===== src/rtl/rx_multi_slot_if.sv =====
// rx_multi_slot_if: link channel, switch and routing-table signals
// of one router input port (master = environment, slave = port).
interface rx_multi_slot_if #(
  parameter int SIZE      = 8,
  parameter int PKT_BITS  = 3,
  parameter int SLOT_BITS = 1,
  parameter int DEST_BITS = 4,
  parameter int PORT_BITS = 8
);
  logic                 ch_req;
  logic [SIZE-1:0]      ch_flit;
  logic                 ch_ack;
  logic                 sw_req;
  logic [PORT_BITS-1:0] sw_chnl;
  logic                 sw_gnt;
  logic [PKT_BITS-1:0]  buf_addr;
  logic [SIZE-1:0]      buf_data;
  logic [DEST_BITS-1:0] table_addr;
  logic [PORT_BITS-1:0] table_data;
  logic [SLOT_BITS:0]   pkt_count;

  modport master (
    output ch_req, ch_flit, sw_gnt,
    output buf_addr, table_data,
    input  ch_ack, sw_req, sw_chnl,
    input  buf_data, table_addr, pkt_count
  );

  modport slave (
    input  ch_req, ch_flit, sw_gnt,
    input  buf_addr, table_data,
    output ch_ack, sw_req, sw_chnl,
    output buf_data, table_addr, pkt_count
  );
endinterface


===== src/rtl/rx_multi_slot.sv =====
// rx_multi_slot: router input port, two-phase flit channel into a
// circular packet slot buffer. Macro RX_SINK_EN drops every packet.
module rx_multi_slot #(
  parameter int ID        = 0,
  parameter int SIZE      = 8,
  parameter int PKT_BITS  = 3,
  parameter int SLOT_BITS = 1,
  parameter int DEST_BITS = 4,
  parameter int PORT_BITS = 8
) (
  input  logic        clk,
  input  logic        reset,
  rx_multi_slot_if.slave bus
);
  localparam int NFLIT = 1 << PKT_BITS;
  localparam int NSLOT = 1 << SLOT_BITS;
  localparam logic [SLOT_BITS:0] FULL =
    (SLOT_BITS+1)'(NSLOT);
  localparam logic [PKT_BITS-1:0] LAST =
    PKT_BITS'(NFLIT-1);

  if (PKT_BITS < 1 || SLOT_BITS < 1 ||
      DEST_BITS > SIZE-1 || ID < 0) begin : g_bad_cfg
    $error("rx_multi_slot: bad parameters");
  end

  typedef enum logic [1:0] {
    R_IDLE, R_LATCH, R_RC, R_STORE
  } r_state_t;

  typedef enum logic [1:0] {
    S_IDLE, S_WAIT, S_SEND
  } s_state_t;

  r_state_t r_q, r_d;
  s_state_t s_q, s_d;

  logic                 req_m;
  logic                 req_s;
  logic                 req_old;
  logic                 pend;
  logic [SIZE-1:0]      flit_q;
  logic [PKT_BITS-1:0]  flit_cnt;
  logic [SLOT_BITS-1:0] wr_slot;
  logic [SLOT_BITS-1:0] rd_slot;
  logic [SLOT_BITS:0]   pkt_cnt;
  logic [PORT_BITS-1:0] port [NSLOT];
  logic [SIZE-1:0]      mem [NSLOT][NFLIT];
  logic                 ack_q;
  logic                 sw_req_q;
  logic [PORT_BITS-1:0] chnl_q;
  logic [DEST_BITS-1:0] taddr_q;

  logic latch_en;
  logic tbl_en;
  logic rc_en;
  logic store_en;
  logic is_last;
  logic cmplt;
  logic start;
  logic grant;
  logic rel_en;

`ifdef RX_SINK_EN
  localparam logic SINK = 1'b1;

  logic [NFLIT*SIZE-1:0] dump;

  // Whole packet, flit 0 first, with the last flit still in flit_q
  always_comb begin
    dump = '0;
    for (int i = 0; i < NFLIT; i++) begin
      dump[(NFLIT-1-i)*SIZE +: SIZE] =
        (i == NFLIT-1) ? flit_q : mem[wr_slot][i];
    end
  end

  // Report each packet as it is thrown away
  always_ff @(posedge clk) begin
    if (reset && store_en && is_last) begin
      $display("rx_multi_slot[%0d]: destroyed packet %h",
               ID, dump);
    end
  end
`else
  localparam logic SINK = 1'b0;
`endif

  assign pend    = req_s != req_old;
  assign is_last = flit_cnt == LAST;
  assign cmplt   = store_en && is_last && !SINK;

  // Receive FSM state register
  always_ff @(posedge clk) begin
    if (!reset) r_q <= R_IDLE;
    else        r_q <= r_d;
  end

  // Receive FSM next state and datapath strobes
  always_comb begin
    r_d      = r_q;
    latch_en = 1'b0;
    tbl_en   = 1'b0;
    rc_en    = 1'b0;
    store_en = 1'b0;
    unique case (r_q)
      R_IDLE: begin
        if (pend && pkt_cnt < FULL) begin
          latch_en = 1'b1;
          r_d      = R_LATCH;
        end
      end
      R_LATCH: begin
        if (flit_q[SIZE-1]) begin
          tbl_en = 1'b1;
          r_d    = R_RC;
        end else begin
          r_d = R_STORE;
        end
      end
      R_RC: begin
        rc_en = 1'b1;
        r_d   = R_STORE;
      end
      R_STORE: begin
        store_en = 1'b1;
        r_d      = R_IDLE;
      end
      default: r_d = R_IDLE;
    endcase
  end

  // Send FSM state register
  always_ff @(posedge clk) begin
    if (!reset) s_q <= S_IDLE;
    else        s_q <= s_d;
  end

  // Send FSM next state and switch strobes
  always_comb begin
    s_d    = s_q;
    start  = 1'b0;
    grant  = 1'b0;
    rel_en = 1'b0;
    unique case (s_q)
      S_IDLE: begin
        if (!SINK && pkt_cnt != '0) begin
          start = 1'b1;
          s_d   = S_WAIT;
        end
      end
      S_WAIT: begin
        if (bus.sw_gnt) begin
          grant = 1'b1;
          s_d   = S_SEND;
        end
      end
      S_SEND: begin
        if (!bus.sw_gnt) begin
          rel_en = 1'b1;
          s_d    = S_IDLE;
        end
      end
      default: s_d = S_IDLE;
    endcase
  end

  // Request synchroniser, flit latch, routing and ack
  always_ff @(posedge clk) begin
    if (!reset) begin
      req_m    <= 1'b0;
      req_s    <= 1'b0;
      req_old  <= 1'b0;
      flit_q   <= '0;
      taddr_q  <= '0;
      ack_q    <= 1'b0;
      flit_cnt <= '0;
      wr_slot  <= '0;
      for (int i = 0; i < NSLOT; i++) port[i] <= '0;
    end else begin
      req_m <= bus.ch_req;
      req_s <= req_m;
      if (latch_en) begin
        flit_q  <= bus.ch_flit;
        req_old <= req_s;
      end
      if (tbl_en) taddr_q <= flit_q[DEST_BITS-1:0];
      if (rc_en) port[wr_slot] <= bus.table_data;
      if (store_en) begin
        ack_q    <= ~ack_q;
        flit_cnt <= flit_cnt + 1'b1;
      end
      if (cmplt) wr_slot <= wr_slot + 1'b1;
    end
  end

  // Switch request, read slot and held-packet count
  always_ff @(posedge clk) begin
    if (!reset) begin
      sw_req_q <= 1'b0;
      chnl_q   <= '0;
      rd_slot  <= '0;
      pkt_cnt  <= '0;
    end else begin
      if (start) begin
        chnl_q   <= port[rd_slot];
        sw_req_q <= 1'b1;
      end
      if (grant) sw_req_q <= 1'b0;
      if (rel_en) rd_slot <= rd_slot + 1'b1;
      unique case ({cmplt, rel_en})
        2'b10:   pkt_cnt <= pkt_cnt + 1'b1;
        2'b01:   pkt_cnt <= pkt_cnt - 1'b1;
        default: ;
      endcase
    end
  end

  // Flit storage; contents survive reset
  always_ff @(posedge clk) begin
    if (reset && store_en) begin
      mem[wr_slot][flit_cnt] <= flit_q;
    end
  end

  assign bus.ch_ack     = ack_q;
  assign bus.sw_req     = sw_req_q;
  assign bus.sw_chnl    = chnl_q;
  assign bus.table_addr = taddr_q;
  assign bus.pkt_count  = pkt_cnt;
  assign bus.buf_data   = mem[rd_slot][bus.buf_addr];
endmodule


===== src/flat_wrapper.sv =====
// flat-port wrapper written by rule: the top's interface ports become plain ports
module rx_multi_slot_flat 
#(
  parameter int ID        = 0,
  parameter int SIZE      = 8,
  parameter int PKT_BITS  = 3,
  parameter int SLOT_BITS = 1,
  parameter int DEST_BITS = 4,
  parameter int PORT_BITS = 8
)
  (clk, reset, bus_ch_req, bus_ch_flit, bus_sw_gnt, bus_buf_addr, bus_table_data, bus_ch_ack, bus_sw_req, bus_sw_chnl, bus_buf_data, bus_table_addr, bus_pkt_count);
  rx_multi_slot_if #(.SIZE(SIZE), .PKT_BITS(PKT_BITS), .SLOT_BITS(SLOT_BITS), .DEST_BITS(DEST_BITS), .PORT_BITS(PORT_BITS)) bus_i ();
  input  logic clk;
  input  logic reset;
  input wire logic [$bits(bus_i.ch_req)-1:0] bus_ch_req;
  input wire logic [$bits(bus_i.ch_flit)-1:0] bus_ch_flit;
  input wire logic [$bits(bus_i.sw_gnt)-1:0] bus_sw_gnt;
  input wire logic [$bits(bus_i.buf_addr)-1:0] bus_buf_addr;
  input wire logic [$bits(bus_i.table_data)-1:0] bus_table_data;
  output wire logic [$bits(bus_i.ch_ack)-1:0] bus_ch_ack;
  output wire logic [$bits(bus_i.sw_req)-1:0] bus_sw_req;
  output wire logic [$bits(bus_i.sw_chnl)-1:0] bus_sw_chnl;
  output wire logic [$bits(bus_i.buf_data)-1:0] bus_buf_data;
  output wire logic [$bits(bus_i.table_addr)-1:0] bus_table_addr;
  output wire logic [$bits(bus_i.pkt_count)-1:0] bus_pkt_count;
  assign bus_i.ch_req = bus_ch_req;
  assign bus_i.ch_flit = bus_ch_flit;
  assign bus_i.sw_gnt = bus_sw_gnt;
  assign bus_i.buf_addr = bus_buf_addr;
  assign bus_i.table_data = bus_table_data;
  assign bus_ch_ack = bus_i.ch_ack;
  assign bus_sw_req = bus_i.sw_req;
  assign bus_sw_chnl = bus_i.sw_chnl;
  assign bus_buf_data = bus_i.buf_data;
  assign bus_table_addr = bus_i.table_addr;
  assign bus_pkt_count = bus_i.pkt_count;
  rx_multi_slot #(.ID(ID), .SIZE(SIZE), .PKT_BITS(PKT_BITS), .SLOT_BITS(SLOT_BITS), .DEST_BITS(DEST_BITS), .PORT_BITS(PORT_BITS)) u_core (.clk(clk), .reset(reset), .bus(bus_i));
endmodule

===== config.mk =====
export PLATFORM = sky130hd
export DESIGN_NAME = rx_multi_slot_flat
export DESIGN_NICKNAME = d
export VERILOG_FILES = /design/src/rtl/rx_multi_slot_if.sv /design/src/rtl/rx_multi_slot.sv /design/src/flat_wrapper.sv
export SDC_FILE = /design/constraint.sdc
export NUM_CORES = 1
export LEC_CHECK = 0
export CORE_ASPECT_RATIO = 1.1
export CORE_UTILIZATION = 50
export CTS_CLUSTER_SIZE = 30
export DETAILED_ROUTE_END_ITERATION = 6
export DONT_BUFFER_PORTS = 1
export PLACE_DENSITY = 0.7
export SLEW_MARGIN = 10
export SYNTH_ARGS = -nofsm -noshare
export SYNTH_HDL_FRONTEND = slang
export SYNTH_SLANG_ARGS = --single-unit

===== constraint.sdc =====
create_clock -name clk -period 3.54 [get_ports clk]
set_input_delay 0.531 -clock clk [delete_from_list [all_inputs] [get_ports clk]]
set_output_delay 0.531 -clock clk [all_outputs]
set_load 0.005 [all_outputs]

==> run metrics, run 1 <==
status finished, final reports clean; Synth Flop Type edfxtp_1; Syn Area/Cell 17.3 um^2; Period Utilization, post-route 0.775; TritonCTS Sinks 181; leakage power 2.70 nW; multi-input logic area 1970 um^2; Root Driver clkbuf_16; PwrDens 537 nW/um^2; die area 14800 um^2; Starting Density 0.515; CTS tree yes; NumNets Final 446; FF-to-FF Start u_core.r_q[0]; Area contributors post-synth edfxtp_1, dfxtp_1, mux4_2; DR vias 3513; EDFF count, synth 144; count leader, synth edfxtp_1; CTS Hold Bufs 0; DP HPWL 8400 um; unique cell type count in the Yosys netlist 37; Rel. slew slack 0.269; Clock Skew 19.6 ps; Post-synth ARST share 0; Crit. End Element output pin; VDD IR-drop max 340 uV; pin count of the biggest net entering global routing 45; Worst-Margin Slew 1090 ps; Slew Limit Fails 0; gr usage total 0.196; vias in the first global route 3664; hold_sp reset; RSZ-0062 raised after global routing no; die span in y 128 um; first-pass GRT wire length 20300 um; fmax 365 MHz; input/output buffers 0; diodes inserted 0; Rows 45; final setup vio count 0; register bit total from synthesis 181; grt ovf 0; Worst-path clk slew 60 ps; post-CTS sizing 0; routed len/inst 21.6 um; Cell Area, Placed 7310 um^2; Cell Area, Synth 7170 um^2; top post-synthesis cells by count edfxtp_1, dfxtp_1, nand2_1, and2_1, mux2i_1; H-tree Lvls 4; Clk Latency, worst-skew pair 430 ps; Die X 116 um; deepest clock path buffer count 2; Yosys top cell area share 0.603; CP Launch Type flip-flop; Via density 5.71; Syn Nets 444; DRT Pass-1 Iters 4; YS warnings 0; Total Routed Length 13300 um; Area Growth Syn to Fin 9.98%; Hold Crit Class input pin to flip-flop; Fin. Hold Viols 0; Final Instance Area 7880 um^2; first-iteration detailed-routing DRC count 301; setup bufs post-CTS 0; layout cells sized above 1 0.124; cts bufs inserted 17; Fin Setup TNS 0 ps; max_cap viols 0; DRC 0; critical path class flip-flop to output pin; CP arrival 2210 ps; core area 13900 um^2; minimum clock period 2740 ps; Syn Inst Count 414; worst-path maximum fanout 32; Filler Cell Count 1086; Seq/Total Area, Yosys 0.707; RD Place Congestion 0.714; FF/Latch Area 5070 um^2; largest area contributor in the netlist edfxtp_1; Ports 47; initial antenna violation count 0; post-route ant nets 0; Worst Path Required 3010 ps
[layout make-up]
class / instances / share of cell area
Sequential cell: 181 / 0.643
Multi-Input combinational cell: 209 / 0.250
Clock buffer: 19 / 0.0549
Tap cell: 188 / 0.0298
Clock inverter: 11 / 0.0173
Timing Repair Buffer: 4 / 0.00381
Inverter: 3 / 0.00143
[cell families after synthesis]
family,count (synthesis),share of synthesized area
DFF,181,0.707
and+or+nand+nor,105,0.0758
muxes,52,0.136
AOI/OAI and AO/OA,38,0.0414
buffers and inverters,24,0.0197
xor gates and xnor gates,7,0.00855
adders and majority gates,7,0.0122
[where the power goes]
group / switching [W] / total, W / leakage [nW] / internal (W)
registers: 0.0000268 / 0.00233 / 1.65 / 0.00230
logic: 0.0000401 / 0.0000764 / 0.779 / 0.0000363
clock network: 0.000733 / 0.00183 / 0.270 / 0.00109
total: 0.000800 / 0.00423 / 2.70 / 0.00343
[cells in the final DEF, fill, tap and decap left out, types with 2 or more instances in the layout]
cell type / count
edfxtp_1: 144
dfxtp_1: 36
nand2_1: 27
and2_1: 25
mux2i_1: 20
nor2_1: 18
mux4_2: 18
clkbuf_16: 17
a22oi_1: 16
nor2b_1: 14
mux4_1: 14
o211a_1: 8
ha_1: 7
nand2b_1: 5
a21boi_0: 5
xnor2_1: 4
nand3_1: 4
buf_4: 4
inv_1: 3
nor3_1: 3
xor2_1: 3
o21ai_0: 3
bufinv_16: 3
or3_1: 2
nor3_2: 2
o21a_1: 2
clkinvlp_4: 2
clkbuf_1: 2
clkinv_2: 2
clkinv_1: 2
[per-stage QoR]
stage | hold slack [ps] | cells | setup WS, ps | utilization | total power [W]
3_5_place_dp | 422 | 585 | 1200 | 0.526 | 0.00245
2_1_floorplan | 412 | 414 | 1280 | - | 0.00244
5_1_grt | 212 | 615 | 658 | 0.567 | 0.00435
3_3_place_gp | 422 | 585 | 1220 | 0.526 | 0.00245
6_report | 211 | 615 | 797 | 0.567 | 0.00423
4_1_cts | 195 | 615 | 745 | 0.567 | 0.00427
[flip-flops by register name (all words and copies together) (netlist names), 2 cells and up, named ones only]
| register | flops |
|---|---|
| u_core.mem | 128 |
| u_core.port | 16 |
| u_core.bus.sw_chnl | 8 |
| u_core.flit_q | 8 |
| u_core.r_q | 2 |
| u_core.bus.pkt_count | 2 |
| u_core.bus.table_addr | 4 |
| u_core.s_q | 2 |
| u_core.flit_cnt | 3 |
[critical path: stages, from the launching register on]
cell and delay (ps):
dfxtp_2 320, buf_4 480, mux4_1 630, a22oi_1 210
nand2_1 130
[layer usage]
metal / wire length, um / track usage / up-vias / share of wire
met5: 0 / 0 / - / 0
met3: 780 / 0.0498 / 10 / 0.059
met2: 7010 / 0.331 / 102 / 0.53
met4: 131 / 0.0822 / 0 / 0.0098
met1: 5380 / 0.237 / 1797 / 0.40
li1: - / - / 1604 / -
[path summary, 6_finish.rpt]
path | end | slack (ps) | depth (start not counted)
hold reg to reg | u_core.req_s | 430 | 1
setup reg to reg | u_core.mem[1][25] | 1160 | 4
setup / recovery | bus_buf_data[5] | 800 | 4
hold / removal | u_core.s_q[1] | 210 | 2
Power figures use the tool's default switching activity.
==> inputs of run 2 (changes only) <==
- ABC_AREA: default -> 1
- clock period: 3.54 -> 2.85 ns (I/O delays scaled with it)
==> run metrics, run 2 <==
Rows 47; CP dominant cell by count nand3_1; Die X 121 um; r2r setup slk 650 ps; Via density 5.13; register bit total from synthesis 181; RD Place Congestion 0.823; Total Routed Length 16000 um; input/output buffers 0; RSZ-0062 raised after global routing no; DR vias 5155; fmax 419 MHz; Post-synth ARST share 0; Clock Skew 17.9 ps; gr usage total 0.216; vias in the first global route 5023; CTS tree yes; max reg flops 128; PwrDens 667 nW/um^2; TritonCTS Sinks 181; first-iteration detailed-routing DRC count 449; CTS Hold Bufs 0; CP arrival 1960 ps; NumNets Final 825; Worst Path Required 2420 ps; Seq/Total Area, Yosys 0.653; post-CTS sizing 0; Reg with most FFs u_core.mem; Rel. slew slack 0.442; layout cells sized above 1 0.0582; commonest cells after routing, fill and taps aside nand2_1, edfxtp_1, inv_1; grt ovf 0; critical-path cell list buf_4, nand2_1, nand3_1, nand3_1, nand3_1, nand2_1; deepest clock path buffer count 2; die area 16000 um^2; Ports 47; Crit. End Element output pin; Worst-path clk slew 70 ps; VDD IR-drop max 469 uV; Starting Density 0.513; CP Launch Type flip-flop; largest registers u_core.mem (128), u_core.port (16); Yosys top cell area share 0.558; post-route ant nets 0; YS warnings 0; worst slack, placed 700 ps; Filler Cell Count 1296; Final Instance Area 8460 um^2; pin count of the biggest net entering global routing 65; Worst Path Buf+Inv 1; core area 15100 um^2; first-pass GRT wire length 25900 um; slowest cell delay on critical path 550 ps; H-tree Lvls 4; Syn Inst Count 800; Clk Latency, worst-skew pair 430 ps; Crit-path slowest cell buf_4; routed len/inst 16.0 um; most common cell after layout, fill and taps aside nand2_1; diodes inserted 0; count leader, synth nand2_1; largest area contributor in the netlist edfxtp_1; Slew Limit Fails 0; minimum clock period 2390 ps; Area contributors post-synth edfxtp_1, nand2_1, dfxtp_1; final setup vio count 0; leakage power 3.59 nW; CP delay by family, top simple AND/OR/NAND/NOR gates; top post-synthesis cells by count nand2_1, edfxtp_1, inv_1, nand3_1, nor2_1; worst-path maximum fanout 64; Fin Setup TNS 0 ps; setup bufs post-CTS 0; critical path class flip-flop to output pin; Period Utilization, post-route 0.837; Cell Area, Placed 7870 um^2; status finished, final reports clean; Area Growth Syn to Fin 9.13%; cts bufs inserted 17; Fin. Hold Viols 0; initial antenna violation count 0; die span in y 133 um; unique cell type count in the Yosys netlist 25; max_cap viols 0; Root Driver clkbuf_16; PnR worst setup slack 465 ps; DP HPWL 9910 um; Hold Crit Class input pin to flip-flop; DRT Pass-1 Iters 5; Synth Flop Type edfxtp_1; DRC 0; Cell Area, Synth 7750 um^2; Syn Nets 830; Syn Area/Cell 9.69 um^2; EDFF count, synth 144; Worst-Margin Slew 836 ps
-- run 2: cell count changes after synthesis, moves of 8 or more --
cell | previous run | this run
nand3_1 | 4 | 106
nor2b_1 | 14 | 0
a21oi_1 | 1 | 15
mux4_2 | 18 | 0
buf_2 | 5 | 21
mux4_1 | 14 | 0
o211a_1 | 8 | 0
and2_1 | 25 | 0
inv_1 | 3 | 126
nor2_1 | 18 | 64
nand2_1 | 27 | 228
a22oi_1 | 16 | 0
mux2i_1 | 20 | 0
o21ai_0 | 4 | 21
-- run 2: final timing paths --
kind,end,cells past startpoint,start
max,bus_buf_data[2],6,flip-flop
min reg2reg,u_core.req_s,2,u_core.req_m
max reg2reg,u_core.mem[0][40],5,u_core.r_q[1]
min,u_core.req_s,2,reset
-- run 2: worst reg2reg max path: stages, from the launching register on --
cell and delay [ps]:
dfxtp_1 390, ha_1 320, nand2_1 100, nor2_1 300, nand3_1 150, nor2_1 560
-- run 2: through the flow --
stage	util	std cells	total power [W]	hold slack, ps
5_1_grt	0.560	1004	0.00584	91.8
6_report	0.560	1004	0.00564	86.3
3_5_place_dp	0.521	972	0.00342	400
3_3_place_gp	0.521	972	0.00341	401
4_1_cts	0.560	1004	0.00569	80.5
2_1_floorplan	-	800	0.00330	390
-- run 2: cell families (layout without fill, tap and decap cells) --
logic type               after synthesis  after routing  share of synthesized area
AO/OA/AOI/OAI                         39             39                     0.0261
XOR/XNOR                               2              2                    0.00226
adder cells (fa/ha/maj)                7              7                     0.0113
buffers and inverters                164            172                     0.0907
flip-flops                           181            181                      0.653
AND/OR/NAND/NOR                      407            407                      0.217
-- run 2: where the power goes --
group | internal, W | switching [W]
logic | 0.0000851 | 0.000183
registers | 0.00297 | 0.000124
clock network | 0.00132 | 0.000967
total | 0.00437 | 0.00127
-- run 2: cell type report --
cell class	instances	area [um^2]	share of cell area
Tap cell	196	245	0.0290
Inverter	130	488	0.0577
Multi-Input combinational cell	455	1990	0.235
Timing Repair Buffer	10	87.6	0.0103
Sequential cell	181	5070	0.599
Clock buffer	22	528	0.0624
Clock inverter	10	61.3	0.00724
-- run 2: routing by layer --
metal,track usage,part of all wire,up-vias
li1,-,-,2561
met1,0.276,0.43,2388
met2,0.349,0.49,182
met3,0.0547,0.066,24
met4,0.0933,0.019,0
met5,0,0,-
